[config.mk]
export PLATFORM = sky130hd
export DESIGN_NAME = csa_pipe_adder
export DESIGN_NICKNAME = d
export VERILOG_FILES = /design/src/rtl/csa_pipe_adder.sv
export SDC_FILE = /design/constraint.sdc
export NUM_CORES = 1
export LEC_CHECK = 0
export CORE_ASPECT_RATIO = 0.6
export CORE_MARGIN = 5
export CORE_UTILIZATION = 42
export DETAILED_ROUTE_END_ITERATION = 8
export REMOVE_ABC_BUFFERS = 1
export SLEW_MARGIN = 30
export SYNTH_ARGS = -nofsm -noshare
export SYNTH_HDL_FRONTEND = slang
export SYNTH_SLANG_ARGS = --single-unit
[constraint.sdc]
create_clock -name clk -period 4.65 [get_ports clk]
set_clock_uncertainty 0.2 [all_clocks]
set_input_delay 0.93 -clock clk [delete_from_list [all_inputs] [get_ports clk]]
set_output_delay 0.93 -clock clk [all_outputs]
set_load 0.1 [all_outputs]
[src/rtl/csa_pipe_adder.sv]
// csa_pipe_adder: pipelined carry-skip adder/subtractor.
//
// The operands are split into WIDTH/BLOCK ripple blocks. Each pipeline stage
// resolves one block. A block whose propagate bits are all 1 takes its
// carry-out from the skip path, which is its own carry-in. Stalls are global:
// the whole pipe advances only when the output register is empty or being
// drained.
//
// Ports:
//   clk, rst              rising-edge clock, asynchronous active-high reset
//   in_valid / in_ready   operand beat handshake (in_ready = advance)
//   a, b, cin, sub        operands; sub=1 computes a - b and ignores cin
//   out_valid / out_ready result beat handshake
//   sum, cout, ovf        result mod 2^WIDTH, carry out, signed overflow
//   skip_mask             bit k set when block k's carry came from the skip path

module csa_pipe_adder #(
  parameter int unsigned WIDTH = 16,
  parameter int unsigned BLOCK = 4
) (
  input  logic                     clk,
  input  logic                     rst,
  input  logic                     in_valid,
  output logic                     in_ready,
  input  logic [WIDTH-1:0]         a,
  input  logic [WIDTH-1:0]         b,
  input  logic                     cin,
  input  logic                     sub,
  output logic                     out_valid,
  input  logic                     out_ready,
  output logic [WIDTH-1:0]         sum,
  output logic                     cout,
  output logic                     ovf,
  output logic [WIDTH/BLOCK-1:0]   skip_mask
);

  localparam int unsigned NBLK = WIDTH / BLOCK;

  // Chain element k is the input of stage k; element k+1 is its register.
  logic             ch_v  [NBLK+1];
  logic [WIDTH-1:0] ch_p  [NBLK+1];
  logic [WIDTH-1:0] ch_s  [NBLK+1];
  logic             ch_c  [NBLK+1];
  logic [NBLK-1:0]  ch_m  [NBLK+1];
  // Operands are only needed up to the input of the last stage.
  logic [WIDTH-1:0] ch_a  [NBLK];
  logic [WIDTH-1:0] ch_bb [NBLK];

  logic advance;

  assign advance  = !out_valid || out_ready;
  assign in_ready = advance;

  // Operand preparation at capture.
  assign ch_v[0]  = in_valid;
  assign ch_a[0]  = a;
  assign ch_bb[0] = sub ? ~b : b;
  assign ch_p[0]  = a ^ (sub ? ~b : b);
  assign ch_s[0]  = '0;
  assign ch_c[0]  = sub ? 1'b1 : cin;
  assign ch_m[0]  = '0;

  for (genvar k = 0; k < NBLK; k++) begin : g_stage
    localparam int unsigned LO = k * BLOCK;

    logic [BLOCK-1:0] pb;
    logic [BLOCK:0]   rip;
    logic             c_next;
    logic [WIDTH-1:0] s_next;
    logic [NBLK-1:0]  m_next;

    logic             v_q;
    logic [WIDTH-1:0] p_q;
    logic [WIDTH-1:0] s_q;
    logic             c_q;
    logic [NBLK-1:0]  m_q;

    always_comb begin
      pb     = ch_p[k][LO +: BLOCK];
      rip    = {1'b0, ch_a[k][LO +: BLOCK]} + {1'b0, ch_bb[k][LO +: BLOCK]}
             + {{BLOCK{1'b0}}, ch_c[k]};
      c_next = (&pb) ? ch_c[k] : rip[BLOCK];
      s_next = ch_s[k];
      s_next[LO +: BLOCK] = rip[BLOCK-1:0];
      m_next    = ch_m[k];
      m_next[k] = &pb;
    end

    always_ff @(posedge clk or posedge rst) begin
      if (rst) begin
        v_q <= 1'b0;
        p_q <= '0;
        s_q <= '0;
        c_q <= 1'b0;
        m_q <= '0;
      end else if (advance) begin
        v_q <= ch_v[k];
        p_q <= ch_p[k];
        s_q <= s_next;
        c_q <= c_next;
        m_q <= m_next;
      end
    end

    assign ch_v[k+1] = v_q;
    assign ch_p[k+1] = p_q;
    assign ch_s[k+1] = s_q;
    assign ch_c[k+1] = c_q;
    assign ch_m[k+1] = m_q;

    if (k < NBLK - 1) begin : g_fwd
      logic [WIDTH-1:0] a_q;
      logic [WIDTH-1:0] bb_q;

      always_ff @(posedge clk or posedge rst) begin
        if (rst) begin
          a_q  <= '0;
          bb_q <= '0;
        end else if (advance) begin
          a_q  <= ch_a[k];
          bb_q <= ch_bb[k];
        end
      end

      assign ch_a[k+1]  = a_q;
      assign ch_bb[k+1] = bb_q;
    end
  end

  assign out_valid = ch_v[NBLK];
  assign sum       = ch_s[NBLK];
  assign cout      = ch_c[NBLK];
  assign skip_mask = ch_m[NBLK];
  // Carry into the MSB is recovered as sum[MSB] ^ p[MSB] from the final
  // register, so ovf is a pure function of held state and stays stable.
  assign ovf       = ch_s[NBLK][WIDTH-1] ^ ch_p[NBLK][WIDTH-1] ^ ch_c[NBLK];

endmodule

==> results of run 1 <==
-- area by class of cell --
cell class              instances  area [sq um]  share of cell area
flip-flops and latches        131          3280               0.452
multi-input cells             435          2330               0.321
repair buffers                 67           673              0.0929
clock buffers                  19           443              0.0611
well taps                     192           240              0.0332
clock inverters                13           208              0.0287
inverters                      18          75.1              0.0104
-- worst paths after layout --
check                           slack (ps)  cells past startpoint      startpoint                       end
worst max-delay path                  1220                      3         sum[15]                       ovf
worst min register to register         260                      1  g_stage[2].v_q                 out_valid
min in group asynchronous              780                      2             rst         g_stage[2].s_q[3]
worst max register to register        2270                      6       out_valid        g_stage[0].p_q[12]
max in group asynchronous             2620                      3             rst  g_stage[0].g_fwd.a_q[15]
worst min-delay path                   260                      1  g_stage[2].v_q                 out_valid
-- Yosys cell counts, types with 4 or more instances --
library cell / count / area (sq um)
buf_2: 14 / 70.1
a21oi_2: 16 / 140
xnor2_2: 5 / 81.3
nand2_1: 265 / 995
buf_6: 14 / 158
o21a_1: 4 / 30.0
a21o_1: 5 / 37.5
o221a_1: 5 / 56.3
ha_1: 13 / 163
nor2_1: 41 / 154
fa_1: 8 / 160
nand4_1: 4 / 25.0
xnor2_1: 11 / 96.3
a21oi_1: 6 / 30.0
dfrtp_1: 131 / 3280
o21ai_0: 16 / 80.1
inv_1: 17 / 63.8
xor2_1: 10 / 87.6
-- per-stage QoR --
step	area, sq um	cells
after floorplan	5680	584
after global placement	6600	843
after detailed placement	6600	843
after CTS	7250	875
after global routing	7250	875
final	7250	875
-- sequential cells by signal, indices dropped and copies added, names as in the netlist --
signal / flops
g_stage.p_q: 25
g_stage.g_fwd.a_q: 24
g_stage.g_fwd.bb_q: 24
g_stage.s_q: 24
sum: 16
g_stage.m_q: 6
skip_mask: 4
g_stage.c_q: 3
g_stage.v_q: 3
cout: 1
out_valid: 1
-- cell families after synthesis --
logic type	count (synthesis)
buf+inv	49
fa+ha+maj	21
simple gates	321
flops	131
compound gates	66
xor+xnor	26
mux	1
-- where the power goes --
part / leakage, nW / internal (mW) / switching [mW] / total (mW)
clock: 0.305 / 0.965 / 0.496 / 1.46
sequential: 1.57 / 1.63 / 0.282 / 1.91
combinational: 1.63 / 0.712 / 1.55 / 2.27
total: 3.50 / 3.31 / 2.33 / 5.64
-- per-layer routing --
layer / up-vias / routed length (um)
li1: 2060 / -
met1: 1928 / 5960
met2: 65 / 4760
met3: 14 / 448
met4: 0 / 128
met5: - / 0
==> results.sh, run 1 <==
export IMPL_crit_chain="xnor2_1 -> xnor2_1 -> clkdlybuf4s50_1"
export IMPL_final_cell_mix="nand2_1 (265), dfrtp_1 (131), clkdlybuf4s50_1 (59)"
export IMPL_clkTransAtPathRegs_ps=60
export IMPL_tightest_slew_ps=974
export IMPL_grt_pass1_wl_mm=19.5
export IMPL_cts_inserted_buffers=17
export IMPL_vias=4067
export IMPL_p_total_mw=5.64
export IMPL_hold_viol=0
export IMPL_setup_viol=0
export IMPL_path_class="flop to primary output"
export IMPL_met1_usage=0.218
export IMPL_dr_first_iter_drc_count=285
export IMPL_clk_latency_ps=410
export IMPL_yosysWarnings=0
export IMPL_area_growth_pct=21.9
export IMPL_ant_nets=0
export IMPL_syn_avg_cell_area_sq_um=9.66
export IMPL_slew_headroom=0.349
export IMPL_cts_resized_gates=0
export IMPL_timing_fmax_mhz=292
export IMPL_crit_path_end_kind="primary output"
export IMPL_crit_buf_inv=1
export IMPL_final_max_slew_viol_count=0
export IMPL_max_stage_delay_ps=1150
export IMPL_cp_arrival_ps=2300
export IMPL_power_density_nw_per_um2=779
export IMPL_synth_adder_area_share=0.0543
export IMPL_cts_tree="done"
export IMPL_yosysSeqAreaShare=0.552
export IMPL_post_cts_buffers=0
export IMPL_antenna_cells=0
export IMPL_drive_gt1_frac=0.0981
export IMPL_synth_xor_area_frac=0.0446
export IMPL_clock_path_buffers=2
export IMPL_period_share=0.737
export IMPL_top_usage_layer="met1"
export IMPL_cpMostUsedCell="xnor2_1"
export IMPL_routed_wl_mm=11.3
export IMPL_grtUsageMet3=0.0371
export IMPL_synth_cell_area_sq_um=5940
export IMPL_vdd_drop_max_mv=0.409
export IMPL_nFillCells=1251
export IMPL_rsz0062_at_grt="false"
export IMPL_cp_max_fo=3
export IMPL_min_path_type="flop to flop"
export IMPL_synth_compound_area_frac=0.0811
export IMPL_place_gp_congestion=0.778
export IMPL_met2_usage=0.210
export IMPL_num_rows=33
export IMPL_cts_sinks=131
export IMPL_postSynthCellCount=615
export IMPL_dp_final_hpwl_mm=7.41
export IMPL_start_util=0.432
export IMPL_synth_top_family_by_area="simple AND/OR/NAND/NOR gates"
export IMPL_core_region_area_sq_um=13700
export IMPL_async_reset_ff_frac=1.00
export IMPL_drv_cap=0
export IMPL_final_common_cell="nand2_1"
export IMPL_die_w_um=164
export IMPL_dieArea_sq_um=16700
export IMPL_synth_main_ff_cell="dfrtp_1"
export IMPL_layout_setup_ws_ps=1220
export IMPL_die_h_um=102
export IMPL_yosys_area_share_simple=0.210
export IMPL_drc=0
export IMPL_wl_per_cell_um=12.9
export IMPL_fin_setup_tns_ps=0
export IMPL_grtUsageTotal=0.147
export IMPL_num_io_pins=62
export IMPL_cts_root_buf="clkbuf_16"
export IMPL_slowest_stage="clkdlybuf4s50_1"
export IMPL_grt_start_max_net_pins=80
export IMPL_grt_pass1_vias=4011
export IMPL_synth_edf_count=0
export IMPL_ys_types=35
export IMPL_p_leak_nw=3.50
export IMPL_htreeDepth=4
export IMPL_firstDrtPassIters=5
export IMPL_port_buffers=61
export IMPL_cp_top_family="buffers and inverters"
export IMPL_status="completed"
export IMPL_muxShareOfSynthArea=0.00168
export IMPL_hold_buffers=0
export IMPL_hold_slack_ps=260
export IMPL_viasPerCell=4.65
export IMPL_synth_seq_cells=131
export IMPL_pre_cts_ws_ps=1310
export IMPL_nNetsFinal=729
export IMPL_final_util=0.527
export IMPL_critPathRequiredTime_ps=3520
export IMPL_fin_crit_ps=3430
export IMPL_antenna_found_initial=0
export IMPL_grt_overflow=0
export IMPL_crit_path_start_kind="flop"
No activity file was read; power rests on OpenSTA's default activity.
==> run 2: changes to the inputs <==
==> constraint.sdc (replaced) <==
create_clock -name clk -period 3.4 [get_ports clk]
set_clock_uncertainty 0.2 [all_clocks]
set_input_delay 0.68 -clock clk [delete_from_list [all_inputs] [get_ports clk]]
set_output_delay 0.68 -clock clk [all_outputs]
set_load 0.1 [all_outputs]
==> run 2 against run 1 <==
Effect of this change: combinational power grew 36%; wire length grew 1.1%; worst hold slack gained 0.75 ps; design area shrank 0.79%; cell count is the same; die area is the same; setup slack lost 330 ps; core utilization shrank 0.42 points; clock-buffer cell count grew 4; critical path type is now primary input to flop; sequential share of layout area grew 0.36 points; first-iteration DRC count shrank 38%; power grew 35%.
==> results.sh, run 2 (synthesis results as in run 1) <==
export IMPL_period_share=0.737
export IMPL_cts_resized_gates=0
export IMPL_grtUsageTotal=0.149
export IMPL_path_class="primary input to flop"
export IMPL_clk_latency_ps=410
export IMPL_place_gp_congestion=0.806
export IMPL_drc=0
export IMPL_routed_wl_mm=11.4
export IMPL_clock_path_buffers=2
export IMPL_hold_buffers=0
export IMPL_die_h_um=102
export IMPL_grt_overflow=0
export IMPL_critPathRequiredTime_ps=3500
export IMPL_power_density_nw_per_um2=1060
export IMPL_post_cts_buffers=0
export IMPL_largest_reg_flops=25
export IMPL_clock_power_share=0.253
export IMPL_cts_root_buf="clkbuf_16"
export IMPL_ant_nets=0
export IMPL_p_seq_frac=0.342
export IMPL_final_common_cell="nand2_1"
export IMPL_nFillCells=1267
export IMPL_hold_viol=0
export IMPL_rsz0062_at_grt="false"
export IMPL_antenna_cells=0
export IMPL_dieArea_sq_um=16700
export IMPL_nNetsFinal=729
export IMPL_area_growth_pct=21.0
export IMPL_htreeDepth=4
export IMPL_placed_cell_area_sq_um=6570
export IMPL_start_util=0.432
export IMPL_vias=4077
export IMPL_crit_path_end_kind="flop"
export IMPL_cp_arrival_ps=2610
export IMPL_crit_path_start_kind="primary input"
export IMPL_p_int_mw=4.44
export IMPL_setup_viol=0
export IMPL_dr_first_iter_drc_count=178
export IMPL_timing_fmax_mhz=399
export IMPL_cts_tree="done"
export IMPL_layout_setup_ws_ps=893
export IMPL_core_region_area_sq_um=13700
export IMPL_slew_headroom=0.585
export IMPL_hold_slack_ps=260
export IMPL_wl_per_cell_um=13.1
export IMPL_p_switching_mw=3.16
export IMPL_tightest_slew_ps=623
export IMPL_clkTransAtPathRegs_ps=60
export IMPL_die_w_um=164
export IMPL_p_leak_nw=3.52
export IMPL_firstDrtPassIters=5
export IMPL_vdd_drop_max_mv=0.763
export IMPL_grt_pass1_vias=4180
export IMPL_drv_cap=0
export IMPL_final_max_slew_viol_count=0
export IMPL_num_io_pins=62
export IMPL_grt_start_max_net_pins=144
export IMPL_min_path_type="flop to flop"
export IMPL_grt_pass1_wl_mm=19.8
export IMPL_port_buffers=61
export IMPL_antenna_found_initial=0
export IMPL_cts_sinks=131
export IMPL_switching_share=0.416
export IMPL_status="completed"
export IMPL_power_frac_comb=0.405
export IMPL_num_rows=33
export IMPL_final_cell_mix="nand2_1 (265), dfrtp_1 (131), nor2_1 (41)"
export IMPL_final_area_sq_um=7190
export IMPL_cts_inserted_buffers=17
export IMPL_seq_area_sq_um=3280
export IMPL_multiInputGateArea_sq_um=2330
export IMPL_viasPerCell=4.66
export IMPL_fin_crit_ps=2510
export IMPL_top_register="g_stage.p_q"
export IMPL_dp_final_hpwl_mm=7.49
export IMPL_pre_cts_ws_ps=445
export IMPL_drive_gt1_frac=0.126
export IMPL_cp_max_fo=5
-- run 2: cell count changes in the layout (fill, tap and decap cells not counted) --
cell / change
bufinv_16: -1
buf_12: +2
clkinvlp_4: -1
buf_4: +21
clkbuf_1: +3
buf_2: -1
clkdlybuf4s50_1: -22
clkinv_4: -2
clkbuf_8: +1
-- run 2: layer usage --
layer  part of all wire  vias to the layer above  GRT usage  wire [um]
li1                   -                     2049          -          -
met1               0.51                     1940      0.206       5820
met2               0.44                       75      0.230       4980
met3              0.046                       13     0.0403        528
met4             0.0084                        0     0.0483         96
met5                  0                        -          0          0
-- run 2: final timing paths --
| check | from | endpoint | slack (ps) | depth (start not counted) |
|---|---|---|---|---|
| setup / recovery | sub | g_stage[0].s_q[1] | 890 | 8 |
| hold / removal | g_stage[2].v_q | g_stage[2].v_q | 260 | 2 |
| setup reg to reg | g_stage[2].c_q | cout | 1200 | 6 |
| hold reg to reg | g_stage[2].v_q | g_stage[2].v_q | 260 | 2 |
| max in group asynchronous | rst | g_stage[0].s_q[0] | 1760 | 3 |
| min in group asynchronous | rst | g_stage[2].m_q[0] | 510 | 2 |
-- run 2: worst max-delay path, cell delays in order --
cell	delay [ps]
clkdlybuf4s50_1	580
xor2_1	220
inv_1	80
fa_1	420
inv_1	90
fa_1	410
nand2_1	70
nand2_1	50
-- run 2: through the flow --
step	util	TNS, ps	cells	power [mW]
4_1_cts	0.523	0	875	7.69
5_1_grt	0.523	0	875	8.14
3_5_place_dp	0.478	0	843	5.74
6_report	0.523	0	875	7.60
2_1_floorplan	-	-182340	584	4.96
3_3_place_gp	0.478	0	843	5.66
-- run 2: final cells by class --
type                    count  area share
clock inverters             9      0.0212
clock buffers              23      0.0651
well taps                 192      0.0334
repair buffers             67      0.0898
inverters                  18      0.0104
flip-flops and latches    131       0.456
multi-input cells         435       0.324
-- run 2: power by group through the flow --
stage               sequential [mW]  combinational [mW]  clock (mW)
global route                   2.70                3.41        2.03
global placement               2.61                3.05           0
floorplan                      3.41                1.56           0
finish                         2.60                3.08        1.92
detailed placement             2.63                3.11           0
CTS                            2.61                3.12        1.95
==> variant 1, RTL diff (flow settings as in run 2) <==
`WIDTH`: 16 -> 8.
--- a/src/rtl/csa_pipe_adder.sv
+++ b/src/rtl/csa_pipe_adder.sv
@@ -16,5 +16,5 @@
 
 module csa_pipe_adder #(
-  parameter int unsigned WIDTH = 16,
+  parameter int unsigned WIDTH = 8,
   parameter int unsigned BLOCK = 4
 ) (
Interface: changed (resized a, b, skip_mask and sum); port bits go from 62 to 36. The function was not compared with the original's and may differ.
==> variant 1 against run 2 <==
  * Die area shrank 68%
  * Cell count shrank 70%
  * Total power shrank 78%
  * Sequential cell count shrank 99
  * Via count shrank 69%
  * Maximum frequency shrank 3.9%
  * Cell area shrank 71%
  * Worst hold slack gained 0.0055 ns
  * Setup slack lost 0.10 ns
  * Synthesized area shrank 72%
  * Routed wire length shrank 69%
==> variant 1: results (changes against run 2) <==
stage;metric;value;unit;change
layout;drive_above_1_share;14.2;%;was 12.6%
power;leakage;0.00101;uW;was 0.00352 uW
global_route;grtUsageTotal;14.7;%;was 14.9%
logic_synthesis;synth.avg_cell_area;9.61;um2;was 9.66 um2
worst_hold_path;hp-start;sum[2];;was g_stage[2].v_q
worst_hold_path;min_path_type;flop to flop;;unchanged
sta;worst_pin_slew;0.405;ns;was 0.623 ns
clocking;clk_latency;0.28;ns;was 0.41 ns
route;avgViaCountPerCell;4.87;;was 4.66
critical_path;reg2reg_from;g_stage[0].c_q;;was g_stage[2].c_q
placement;place_area;0.00204;mm2;was 0.00657 mm2
logic_synthesis;synth_area_leaders;dfrtp_1 (48%), nand2_1 (9.2%), ha_1 (5.2%);;was dfrtp_1 (55%), nand2_1 (17%), ha_1 (2.7%)
global_route;grt_max_degree;38;;was 144
critical_path;crit_fanout;4;;was 5
placement;io_buffers;35;;was 61
run_status;outcome;completed;;unchanged
global_route;grt_pass1_vias;1207;;was 4,180
logic_synthesis;ys_seq_area_share;47.9;%;was 55.2%
layout;n_antenna_cell;0;;unchanged
layout;largest_reg_flops;8;;was 25
clocking;clkSlewWorstSetupHoldPaths;0.06;ns;about the same
clocking;cts_resized;0;;unchanged
logic_synthesis;synth_cell_types;31;;was 35
layout;fill_cells;340;;was 1,267
global_route;grt_antenna_before_repair;0;;unchanged
global_route;grt_first_pass_wirelength;6070;um;was 19,800 um
clocking;cts_root_buf;clkbuf_8;;was clkbuf_16
critical_path;crit_start;sub;;unchanged
route;first_iter_violations;49;;was 178
clocking;postCtsSetupBuffers;0;;unchanged
logic_synthesis;ys_warn_count;0;;unchanged
clocking;numCtsBuffers;5;;was 17
logic_synthesis;synth_commonest_cells;nand2_1 (41), dfrtp_1 (32), nor2_1 (18);;was nand2_1 (265), dfrtp_1 (131), nor2_1 (41)
placement;hpwl;2540;um;was 7490 um
placement;place.gp.congestion;0.740;;was 0.806
logic_synthesis;synthArstFlopShare;100;%;unchanged
critical_path;crit_arrival;2.58;ns;was 2.61 ns
route;routedWlPerCell;13.6;um;was 13.1 um
layout;final_cells;259;;was 875
route;drt_pass1_iterations;4;;was 5
clocking;h-tree-depth;2;;was 4
clocking;clockBufferDepth;2;;unchanged
power;peakVddDrop;0.476;mV;was 0.763 mV
placement;place_inst;252;;was 843
==> variant 1: cell types whose count changed in the layout (fill, tap and decap cells not counted), sizes merged, moves of 12 or more <==
cell	before	now
buf	30	18
nand2	266	41
o21ai	18	6
nor2	41	18
clkdlybuf4s50	37	21
clkbuf	23	6
dfrtp	131	32
==> variant 1: path summary, 6_finish.rpt <==
kind / to / slack (ns) / cells after the start
max: g_stage[0].s_q[1] / 0.79 / 8
min: sum[2] / 0.27 / 2
max reg2reg: cout / 1.48 / 6
min reg2reg: sum[2] / 0.27 / 2
max in group asynchronous: g_stage[0].g_fwd.bb_q[7] / 2.12 / 3
min in group asynchronous: sum[4] / 0.59 / 3
==> variant 1: critical path, cell delays in order <==
cell             delay, ns
clkdlybuf4s50_1       0.58
xor2_1                0.21
inv_1                 0.09
fa_1                  0.41
inv_1                 0.09
fa_1                  0.41
nand2_1               0.07
nand2_1               0.05
==> variant 1: per-stage QoR <==
stage | total power (uW) | hold WS, ns | setup WS, ns
floorplan | 1220 | 0.230 | -0.198
global placement | 1420 | 0.243 | 0.577
detailed placement | 1430 | 0.257 | 0.494
CTS | 1710 | 0.272 | 0.793
global route | 1780 | 0.289 | 0.643
finish | 1690 | 0.266 | 0.792
==> variant 1: cell families after synthesis <==
kind of cell	Yosys count	share of synthesized area, %
buf+inv	20	5.68
xor+xnor	15	9.20
compound gates	27	9.57
mux	1	0.598
fa+ha+maj	11	10.0
simple gates	68	17.1
flops	32	47.9
==> variant 1: layout make-up <==
| cell class | instances | area [um2] | area share, % |
|---|---|---|---|
| Sequential cell | 32 | 801 | 37.8 |
| Multi-Input combinational cell | 122 | 777 | 36.7 |
| Timing Repair Buffer | 39 | 358 | 16.9 |
| Clock buffer | 6 | 72.6 | 3.43 |
| Tap cell | 47 | 58.8 | 2.78 |
| Inverter | 12 | 45.0 | 2.13 |
| Clock inverter | 1 | 5.00 | 0.236 |
==> variant 1: where the power goes <==
group	switching [uW]	leakage (uW)	internal, uW
Sequential	55.2	0.000378	474
Clock	132	0.0000410	139
Combinational	661	0.000589	226
==> variant 1: metal layers <==
layer,global-route usage [%],routed length [um],vias up
met2,19.7,1380,36
met3,4.34,204,5
met4,5.65,40,0
met1,22.0,1900,590
li1,-,-,631
met5,0,0,-
==> variant 2, RTL diff (flow settings as in run 2) <==
Made on the original files. Put a register stage on the output `ovf`. The value now appears one clock later. The other outputs are not delayed to match.
--- a/src/rtl/csa_pipe_adder.sv
+++ b/src/rtl/csa_pipe_adder.sv
@@ -134,5 +134,7 @@
   // Carry into the MSB is recovered as sum[MSB] ^ p[MSB] from the final
   // register, so ovf is a pure function of held state and stays stable.
-  assign ovf       = ch_s[NBLK][WIDTH-1] ^ ch_p[NBLK][WIDTH-1] ^ ch_c[NBLK];
+  always_ff @(posedge clk) begin
+    ovf <= ch_s[NBLK][WIDTH-1] ^ ch_p[NBLK][WIDTH-1] ^ ch_c[NBLK];
+  end
 
 endmodule
Formal check against the unedited RTL: not equivalent (a bounded check fails within 10 cycles, from zero or initial values and one cycle with rst high).
==> variant 2 against run 2 <==
  * Clock power rose by 9%
  * Synthesized area grew 0.34%
  * Die area rose by 0.31%
  * Total power increased by 1.6%
  * Sequential cell count rose by 1
  * Count of clock-buffer cells in the layout shrank 6
  * Cell area up 1.4%
  * Routed wire length is 0.61% higher
  * Setup slack worse by 0.0019 ns
  * Largest power group unchanged
  * Highest routed layer unchanged
==> variant 2: results (changes against run 2) <==
stage;metric;value;unit;change
layout;num-nets-final;733;;was 729
route;avgViaCountPerCell;4.69;;was 4.66
run_status;outcome;completed;;unchanged
layout;fill_cells;1249;;was 1,267
placement;pre_cts_ws;0.460;ns;was 0.445 ns
route;met3_length;651;um;was 528 um
clocking;cts_resized;0;;unchanged
critical_path;crit_fanout;5;;unchanged
logic_synthesis;ys_seq_area_share;55.3;%;was 55.2%
clocking;cts_root_buf;clkbuf_16;;unchanged
clocking;clockBufferDepth;2;;unchanged
power;swShare;40.8;%;was 41.6%
logic_synthesis;synth.avg_cell_area;9.68;um2;was 9.66 um2
route;wl_met1;5710;um;was 5820 um
route;first_iter_violations;280;;was 178
global_route;grtUsageMet3;4.80;%;was 4.03%
power;clockPowerShare;27.0;%;was 25.3%
logic_synthesis;ys.flop_type;dfrtp_1;;unchanged
power;p_seq_share;34.1;%;was 34.2%
logic_synthesis;synthAdderAreaFrac;5.41;%;was 5.43%
placement;place.gp.congestion;0.764;;was 0.806
logic_synthesis;synth_cell_types;36;;was 35
route;drt_pass1_iterations;7;;was 5
global_route;grtUsageTotal;15.1;%;was 14.9%
global_route;use_met2;22.3;%;was 23.0%
power;leakage;0.00358;uW;was 0.00352 uW
logic_synthesis;ys_warn_count;0;;unchanged
route;totalWireLength;11500;um;was 11,400 um
global_route;grt_max_degree;124;;was 144
logic_synthesis;synthMuxAreaShare;0.168;%;about the same
logic_synthesis;synth-compound-area-share;8.08;%;was 8.11%
placement;hpwl;7670;um;was 7490 um
global_route;grt_first_pass_wirelength;20000;um;was 19,800 um
placement;place_area;0.00661;mm2;was 0.00657 mm2
global_route;use_met1;21.2;%;was 20.6%
layout;drive_above_1_share;13.5;%;was 12.6%
route;dr_wl_met2;5090;um;was 4980 um
clocking;h-tree-depth;4;;unchanged
placement;place_inst;847;;was 843
logic_synthesis;synth_area_leaders;dfrtp_1 (55%), nand2_1 (17%), ha_1 (2.7%);;unchanged
critical_path;crit_arrival;2.59;ns;was 2.61 ns
route;via_count;4125;;was 4,077
power;peakVddDrop;0.866;mV;was 0.763 mV
layout;largest_reg_flops;25;;unchanged
global_route;grt_busiest_layer;met2;;unchanged
logic_synthesis;synthXorXnorAreaFrac;4.45;%;was 4.46%
layout;regArea;0.00330;mm2;was 0.00328 mm2
sta;slew_headroom;64.9;%;was 58.5%
logic_synthesis;synthArstFlopShare;99.2;%;was 100%
layout;largest_register;g_stage.p_q;;unchanged
[variant 2: final cells by class]
class                   count  area share [%]
repair buffers             70            9.17
inverters                  18            1.03
multi-input cells         435            31.9
well taps                 192            3.30
clock inverters            15            3.47
flip-flops and latches    132            45.3
clock buffers              17            5.84
[variant 2: final timing paths]
path / from / end / slack [ns] / cells after the start
max: sub / g_stage[0].c_q / 0.89 / 9
min: g_stage[2].v_q / out_valid / 0.26 / 1
max reg2reg: g_stage[2].c_q / cout / 1.22 / 6
min reg2reg: g_stage[2].v_q / out_valid / 0.26 / 1
max in group asynchronous: rst / g_stage[2].g_fwd.a_q[15] / 1.85 / 3
min in group asynchronous: rst / sum[2] / 0.48 / 2
[variant 2: worst max-delay path, stage by stage]
cell             delay, ns
clkdlybuf4s50_1       0.52
buf_4                 0.21
nor2_1                0.17
fa_1                  0.23
inv_1                 0.06
fa_1                  0.39
a21o_1                0.19
nand2_1               0.06
a31oi_1               0.08
